--- config.mk ---
export PLATFORM = sky130hd
export DESIGN_NAME = addsub_serial
export DESIGN_NICKNAME = d
export VERILOG_FILES = /design/src/rtl/addsub_pkg.sv /design/src/rtl/addsub_digit.sv /design/src/rtl/addsub_serial.sv
export SDC_FILE = /design/constraint.sdc
export NUM_CORES = 1
export LEC_CHECK = 0
export CELL_PAD_IN_SITES_DETAIL_PLACEMENT = 1
export CELL_PAD_IN_SITES_GLOBAL_PLACEMENT = 2
export CORE_MARGIN = 8
export CORE_UTILIZATION = 34
export DETAILED_ROUTE_END_ITERATION = 10
export GPL_TIMING_DRIVEN = 0
export MAX_ROUTING_LAYER = met4
export PLACE_DENSITY_LB_ADDON = 0.1
export SYNTH_ARGS = -nofsm -noshare
export SYNTH_HDL_FRONTEND = slang
export SYNTH_SLANG_ARGS = --single-unit
--- constraint.sdc ---
create_clock -name clk -period 5.75 [get_ports clk]
set_input_delay 1.15 -clock clk [delete_from_list [all_inputs] [get_ports clk]]
set_output_delay 1.15 -clock clk [all_outputs]
set_load 0.01 [all_outputs]
--- src/rtl/addsub_pkg.sv ---
// Shared types and constant helpers for the digit-serial add/subtract unit.
package addsub_pkg;

  typedef enum logic [1:0] {StIdle, StRun, StDone} state_t;

  // Upper bound on WIDTH so saturation constants can come from plain functions.
  localparam int unsigned MaxWidth = 64;

  function automatic int unsigned cnt_w(input int unsigned n);
    return (n > 1) ? $clog2(n) : 1;
  endfunction

  function automatic logic [MaxWidth-1:0] sat_smax(input int unsigned w);
    return (MaxWidth'(1) << (w - 1)) - MaxWidth'(1);
  endfunction

  function automatic logic [MaxWidth-1:0] sat_smin(input int unsigned w);
    return MaxWidth'(1) << (w - 1);
  endfunction

endpackage

--- src/rtl/addsub_digit.sv ---
// Combinational DIGIT-bit ripple-carry adder slice; also exposes the carry into its top bit.
module addsub_digit #(
  parameter int unsigned DIGIT = 1
) (
  input  logic [DIGIT-1:0] a_d,
  input  logic [DIGIT-1:0] b_d,
  input  logic             cin,
  output logic [DIGIT-1:0] s_d,
  output logic             cout,
  output logic             c_msb
);

  always_comb begin
    logic c;
    c     = cin;
    c_msb = cin;
    s_d   = '0;
    for (int i = 0; i < int'(DIGIT); i++) begin
      if (i == int'(DIGIT) - 1) c_msb = c;
      s_d[i] = a_d[i] ^ b_d[i] ^ c;
      c      = (a_d[i] & b_d[i]) | (c & (a_d[i] ^ b_d[i]));
    end
    cout = c;
  end

endmodule

--- src/rtl/addsub_serial.sv ---
// Digit-serial add/subtract unit: WIDTH/DIGIT cycles per operation, valid/ready on both sides,
// optional signed/unsigned saturation.
module addsub_serial
  import addsub_pkg::*;
#(
  parameter int unsigned WIDTH = 8,
  parameter int unsigned DIGIT = 1
) (
  input  logic             clk,
  input  logic             rst,
  input  logic             in_valid,
  output logic             in_ready,
  input  logic [WIDTH-1:0] a,
  input  logic [WIDTH-1:0] b,
  input  logic             op_sub,
  input  logic             op_signed,
  input  logic             op_sat,
  output logic             out_valid,
  input  logic             out_ready,
  output logic [WIDTH-1:0] result,
  output logic             carry,
  output logic             overflow,
  output logic             busy
);

  localparam int unsigned N = WIDTH / DIGIT;
  localparam int unsigned CntW = cnt_w(N);
  localparam logic [CntW-1:0] CntLast = CntW'(N - 1);
  localparam logic [MaxWidth-1:0] SMaxFull = sat_smax(WIDTH);
  localparam logic [MaxWidth-1:0] SMinFull = sat_smin(WIDTH);
  localparam logic [WIDTH-1:0] SMax = SMaxFull[WIDTH-1:0];
  localparam logic [WIDTH-1:0] SMin = SMinFull[WIDTH-1:0];

  if ((WIDTH < 2) || (WIDTH > MaxWidth) || (DIGIT == 0) || ((WIDTH % DIGIT) != 0))
  begin : gen_bad_params
    $error("addsub_serial: WIDTH must be >= 2, <= MaxWidth and a multiple of DIGIT");
  end

  state_t            state_q, state_d;
  logic [CntW-1:0]   cnt_q, cnt_d;
  logic [WIDTH-1:0]  opa_q, opa_d;
  logic [WIDTH-1:0]  opb_q, opb_d;
  logic [WIDTH-1:0]  acc_q, acc_d;
  logic [WIDTH-1:0]  result_q, result_d;
  logic              cy_q, cy_d;
  logic              sub_q, sub_d;
  logic              sgn_q, sgn_d;
  logic              sat_q, sat_d;
  logic              carry_q, carry_d;
  logic              overflow_q, overflow_d;

  logic [DIGIT-1:0]  b_eff;
  logic [DIGIT-1:0]  s_dig;
  logic              cout_dig;
  logic              cmsb_dig;

  assign b_eff = opb_q[DIGIT-1:0] ^ {DIGIT{sub_q}};

  addsub_digit #(
    .DIGIT (DIGIT)
  ) u_digit (
    .a_d   (opa_q[DIGIT-1:0]),
    .b_d   (b_eff),
    .cin   (cy_q),
    .s_d   (s_dig),
    .cout  (cout_dig),
    .c_msb (cmsb_dig)
  );

  assign in_ready  = (state_q == StIdle) || ((state_q == StDone) && out_ready);
  assign out_valid = (state_q == StDone);
  assign busy      = (state_q != StIdle);
  assign result    = result_q;
  assign carry     = carry_q;
  assign overflow  = overflow_q;

  logic [WIDTH-1:0] acc_next;
  logic [WIDTH-1:0] sat_val;
  logic             raw_carry;
  logic             raw_ovf;
  logic             accept;

  always_comb begin
    acc_next  = (acc_q >> DIGIT) | (WIDTH'(s_dig) << (WIDTH - DIGIT));
    raw_carry = cout_dig ^ sub_q;
    raw_ovf   = cmsb_dig ^ cout_dig;
    accept    = in_valid && in_ready;

    // On signed overflow the wrapped MSB is the inverse of the true sign.
    sat_val = acc_next;
    if (sgn_q && raw_ovf) begin
      sat_val = acc_next[WIDTH-1] ? SMax : SMin;
    end else if (!sgn_q && raw_carry) begin
      sat_val = sub_q ? '0 : '1;
    end

    state_d    = state_q;
    cnt_d      = cnt_q;
    opa_d      = opa_q;
    opb_d      = opb_q;
    acc_d      = acc_q;
    result_d   = result_q;
    cy_d       = cy_q;
    sub_d      = sub_q;
    sgn_d      = sgn_q;
    sat_d      = sat_q;
    carry_d    = carry_q;
    overflow_d = overflow_q;

    unique case (state_q)
      StRun: begin
        opa_d = opa_q >> DIGIT;
        opb_d = opb_q >> DIGIT;
        acc_d = acc_next;
        cy_d  = cout_dig;
        cnt_d = cnt_q + CntW'(1);
        if (cnt_q == CntLast) begin
          state_d    = StDone;
          result_d   = sat_q ? sat_val : acc_next;
          carry_d    = raw_carry;
          overflow_d = raw_ovf;
        end
      end
      StDone: begin
        if (out_ready) state_d = StIdle;
      end
      default: state_d = StIdle;
    endcase

    // A fresh accept may also occur in DONE in the same cycle as the output handshake.
    if (accept) begin
      state_d = StRun;
      cnt_d   = '0;
      opa_d   = a;
      opb_d   = b;
      cy_d    = op_sub;
      sub_d   = op_sub;
      sgn_d   = op_signed;
      sat_d   = op_sat;
    end
  end

  always_ff @(posedge clk or posedge rst) begin
    if (rst) begin
      state_q    <= StIdle;
      cnt_q      <= '0;
      opa_q      <= '0;
      opb_q      <= '0;
      acc_q      <= '0;
      result_q   <= '0;
      cy_q       <= 1'b0;
      sub_q      <= 1'b0;
      sgn_q      <= 1'b0;
      sat_q      <= 1'b0;
      carry_q    <= 1'b0;
      overflow_q <= 1'b0;
    end else begin
      state_q    <= state_d;
      cnt_q      <= cnt_d;
      opa_q      <= opa_d;
      opb_q      <= opb_d;
      acc_q      <= acc_d;
      result_q   <= result_d;
      cy_q       <= cy_d;
      sub_q      <= sub_d;
      sgn_q      <= sgn_d;
      sat_q      <= sat_d;
      carry_q    <= carry_d;
      overflow_q <= overflow_d;
    end
  end

endmodule

==> metrics, run 1 <==
status completed; Setup WS pre-CTS 2240 ps; clock tree from TritonCTS done; GRT Overall Usage 0.121; post-synth top area share 0.544; leading area contributor after synthesis dfrtp_1; Via density 4.82; XOR/XNOR Fraction of Synth Area 0.0220; clk sinks 42; Avg Inst Size Synth roughly 9.3 um^2; Critical Path AT around 2400 ps; drt pass-1 iters 4; die area 0.00835 mm^2; # setup viols final 0; reg2reg end result[7]; Setup Fix Bufs, Post-CTS 0; fin crit period between 3000 and 4000 ps; Ys Warns 0; register bit count reported by yosys 42; CTS clk-pin slew, worst paths roughly 80 ps; final wirelength 4520 um; Tightest Hold Check Type reg2reg; Post-CTS Resized 0; EDFF count, synth 0; MaxCap Viol Count 0; Pwr per Cell Area 578 mW/mm^2; Worst-Margin Slew 575 ps; leakage 1.13 nW; CP Capture Type output port; top post-synthesis cells by area dfrtp_1, nand2_1, a22oi_1; cts hold-fix bufs 0; num ports 36; area delta synth->final 28.5%; CORE AREA 0.00551 mm^2; Netlist cell types 36; row cnt 27; DRC errors left 0; routed len/inst approximately 14 um; Top FF cell, synth dfrtp_1; R2R setup slack 3400 ps; final net count around 280; compound-cell area share of the yosys netlist 0.157; Max Fclk between 200 and 300 MHz; Hold Startpoint opb_q[2]; Adder-Cell Fraction of Synth Area 0.0233; die height 91.4 um; RSZ-0062 raised after global routing no; Max-slew headroom 0.614; Synth Area in Simple Gates 0.198; kind of critical path in2out; Starting Density 0.351; Die Span X 91.4 um; input/output buffers 35; hold path depth 2; max-slew violations 0; final period utilization 0.609; Crit Path Max Fanout 3; Iteration-0 DRC Markers 41; first-pass GRT wire length 7990 um; Worst Skew 5.39 ps; vias in the first global route 1730; asr flop ratio synth 1.00; Placer Congestion around 0.75; post-route antenna net violation count 0; setup ws final 2250 ps; post-synthesis sequential area ratio 0.544; DP Area 0.00239 mm^2; total CTS buffers 5; worst r2r src sub_q; finished layout cell area 0.00248 mm^2; post-DP HPWL between 3000 and 4000 um; Mapped Cells 208; maximum root-to-sink buffer count 2; Crit path required time 4600 ps; most frequent cell after synthesis nand2_1; CP Launch Type primary input; largest net degree at the start of global routing 33; Overflow after GRT 0; initial antenna violation count 0; worst vdd ir between 0.15 and 0.2 mV; TNS Setup 0 ps; FF-to-FF path depth 8; layout cells sized above 1 0.0833; hold endpoint opb_q[2]; Final Hold Viols 0; worst skew pair latency 300 ps; synthesized area 0.00193 mm^2; H-Tree Level Count 2; vias after detailed routing 1562; syn nets 234; Root Buffer clkbuf_8; main combinational cell family by area after synthesis simple AND/OR/NAND/NOR gates; Synth top cells by count nand2_1, dfrtp_1, a22oi_1; Diodes inserted 0; post-synthesis mux area share 0.0117
power breakdown:
| part | switching [mW] | internal [mW] | total, mW | leakage (nW) |
|---|---|---|---|---|
| clock network | 0.107 | 0.0853 | 0.192 | 0.0441 |
| logic | 0.400 | 0.327 | 0.727 | 0.564 |
| registers | 0.0812 | 0.435 | 0.516 | 0.519 |
layout by cell type (no fill, tap or decap), types with 2 or more instances in the layout:
master,count
a21oi_1,11
a22oi_1,14
buf_2,2
clkbuf_1,8
clkbuf_8,5
clkdlybuf4s50_1,35
dfrtp_1,42
ha_1,2
inv_1,6
mux2_2,2
nand2_1,67
nand2b_1,3
nand3b_1,2
nor2_1,10
nor2b_1,2
o21ai_0,9
o21ai_1,4
o21bai_1,2
xnor2_1,2
metal layers:
layer  vias up  global-route usage  routed length, um
li1        776                   -                  -
met1       754               0.139               2150
met2        27               0.193               2130
met3         5              0.0412                185
met4         0              0.0368                 46
met5         -                   -                  0
final cells by class:
cell class / count / area [um^2]
clock buffer: 5 / 68.8
inverter: 7 / 26.3
tap: 72 / 90.1
buffer: 12 / 58.8
multi-input combinational: 147 / 796
clock inverter: 3 / 21.3
timing repair buffer: 36 / 370
fill: 661 / 3020
sequential: 42 / 1050
worst max path at each step:
| stage | slack, ps | startpoint | endpoint |
|---|---|---|---|
| floorplan | 3170 | out_ready | in_ready |
| global placement | 2250 | out_ready | in_ready |
| detailed placement | 2240 | out_ready | in_ready |
| CTS | 2240 | out_ready | in_ready |
| global route | 2210 | out_ready | in_ready |
| finish | 2250 | out_ready | in_ready |
critical path, cell delays in order:
cell             delay (ps)
clkdlybuf4s50_1         420
nor2b_1                 230
nor2_1                   70
clkdlybuf4s50_1         480
through the flow:
step	hold WS, ps	power (mW)	utilization	instances
after floorplan	446	1.02	-	208
after CTS	486	1.47	0.451	324
after global placement	459	1.25	0.431	315
after detailed placement	466	1.27	0.434	316
after global routing	510	1.58	0.451	324
final	479	1.44	0.451	324
sequential cells by signal (all words and copies together), names as in the netlist:
name	flops
result	8
sgn_q	1
state_q	2
opa_q	8
overflow	1
cnt_q	3
opb_q	8
acc_q	7
cy_q	1
sat_q	1
sub_q	1
carry	1
cell families (layout without fill, tap and decap cells):
family	count (synthesis)	after routing
muxes	2	2
DFF	42	42
and+or+nand+nor	91	91
xor gates and xnor gates	4	4
buffers and inverters	19	63
AOI/OAI and AO/OA	47	47
adders and majority gates	3	3
No activity file was read; power rests on OpenSTA's default activity.
==> run 2, diff against run 1 <==
--- a/config.mk
+++ b/config.mk
@@ -8,7 +8,7 @@
 export CELL_PAD_IN_SITES_DETAIL_PLACEMENT = 1
 export CELL_PAD_IN_SITES_GLOBAL_PLACEMENT = 2
 export CORE_MARGIN = 8
-export CORE_UTILIZATION = 34
+export CORE_UTILIZATION = 31
 export DETAILED_ROUTE_END_ITERATION = 10
 export GPL_TIMING_DRIVEN = 0
 export MAX_ROUTING_LAYER = met4
==> constraint.sdc (replaced) <==
create_clock -name clk -period 3.4 [get_ports clk]
set_input_delay 0.68 -clock clk [delete_from_list [all_inputs] [get_ports clk]]
set_output_delay 0.68 -clock clk [all_outputs]
set_load 0.01 [all_outputs]
==> metrics, run 2 (synthesis results as in run 1) <==
met3 WL 147 um (-21%); final period utilization 0.754; die area 0.00901 mm^2 (+7.9%); non-filler instance count after layout 327 (+0.93%); largest net degree at the start of global routing 24 (-27%); final net count 277 (unchanged); vias in the first global route 1720 (-0.58%); met1 wire length 2350 um (+9.2%); Via density 4.78 (-0.85%); initial antenna violation count 0 (unchanged); H-Tree Level Count 2 (unchanged); Setup Fix Bufs, Post-CTS 0 (unchanged); maximum root-to-sink buffer count 2 (unchanged); Worst-Margin Slew 622 ps (+46.2 ps); drt pass-1 iters 4 (unchanged); TNS Setup 0 ps (unchanged); placed cell count 319 (+0.95%); Die Span X 94.9 um (+3.9%); post-DP HPWL 3510 um (+3.5%); Final Hold Viols 0 (unchanged); Root Buffer clkbuf_8; Diodes inserted 0 (unchanged); CTS clk-pin slew, worst paths 80 ps (about the same); worst vdd ir 0.360 mV (+81%); commonest non-fill, non-tap cell in the layout nand2_1; finished layout cell area 0.00251 mm^2 (+0.96%); Iteration-0 DRC Markers 57 (+39%); worst r2r src sub_q; status completed; area delta synth->final 29.7%; num ports 36 (unchanged); layout cells sized above 1 0.0833 (unchanged); vias after detailed routing 1563 (+0.064%); most frequent cells in the layout nand2_1, dfrtp_1, clkdlybuf4s50_1; input/output buffers 35 (unchanged); Post-CTS Resized 0 (unchanged); Pwr per Cell Area 993 mW/mm^2 (+72%); DP Area 0.00240 mm^2 (+0.16%); CP Launch Type primary input; RSZ-0062 raised after global routing no; Placer Congestion 0.751 (-0.16%); WL met2 2100 um (-1.5%); leakage 1.14 nW (+1.2%); Starting Density 0.322 (-0.0284); cts hold-fix bufs 0 (unchanged); Crit Path Max Fanout 3 (unchanged); Tightest Hold Check Type reg2reg; final wirelength 4670 um (+3.3%); GRT Overall Usage 0.118 (-0.00262); Overflow after GRT 0 (unchanged); Max-slew headroom 0.583 (-0.0309); clk sinks 42 (unchanged); top layer in use met4; Hold Startpoint opb_q[1]; first-pass GRT wire length 8140 um (+1.9%); row cnt 28 (+3.7%); clock tree from TritonCTS done; Worst Skew 3.72 ps (-1.67 ps); crit path from out_ready; fin crit period 2560 ps; max-slew violations 0 (unchanged); R2R setup slack 960 ps (-2440 ps); CP Capture Type output port; DRC errors left 0 (unchanged); kind of critical path in2out; post-route antenna net violation count 0 (unchanged); total CTS buffers 5 (unchanged); routed len/inst 14.3 um (+2.4%); Max Fclk 390 MHz; CORE AREA 0.00599 mm^2 (+8.8%); Worst Hold Margin 479 ps (-0.0160 ps); worst skew pair latency 290 ps (about the same); Crit path required time 2720 ps (-1880 ps); Critical Path AT 1880 ps (-470 ps); MaxCap Viol Count 0 (unchanged); # setup viols final 0 (unchanged); die height 94.9 um (+3.9%)
## run 2: cell count changes in the layout (fill, tap and decap cells not counted)
cell / delta
clkbuf_8: +3
clkinv_2: -1
clkinv_4: -1
clkinvlp_4: -1
## run 2: per-stage QoR
step | power, mW | util | setup WS (ps)
detailed placement | 2.16 | 0.400 | 807
global placement | 2.14 | 0.397 | 735
CTS | 2.54 | 0.418 | 831
floorplan | 1.72 | - | 1340
global route | 2.73 | 0.418 | 760
finish | 2.49 | 0.418 | 838
## run 2: path summary, 6_finish.rpt
check | end | cells after the start
max in group asynchronous | carry | 3
max reg2reg | result[7] | 8
min reg2reg | opb_q[1] | 2
min in group asynchronous | result[3] | 2
min | opb_q[1] | 2
max | in_ready | 4
## run 2: metal layers
metal | vias up | global-route usage
li1 | 780 | -
met1 | 750 | 0.148
met2 | 25 | 0.184
met3 | 8 | 0.0246
met4 | 0 | 0.0429
met5 | - | -
## run 2: power by group
| group | switching (mW) | internal [mW] | total, mW |
|---|---|---|---|
| Combinational | 0.689 | 0.554 | 1.24 |
| Clock | 0.167 | 0.205 | 0.372 |
| Sequential | 0.138 | 0.736 | 0.874 |
## run 2: cell type report
type	instances	area, um^2
plain buffers	12	58.8
flip-flops and latches	42	1050
inverters	7	26.3
well taps	75	93.8
clock buffers	8	110
multi-input cells	147	796
fillers	714	3480
repair buffers	36	370
## run 2: critical path, cell delays in order
cell             delay, ps
clkdlybuf4s50_1        430
nor2b_1                230
nor2_1                  60
clkdlybuf4s50_1        480
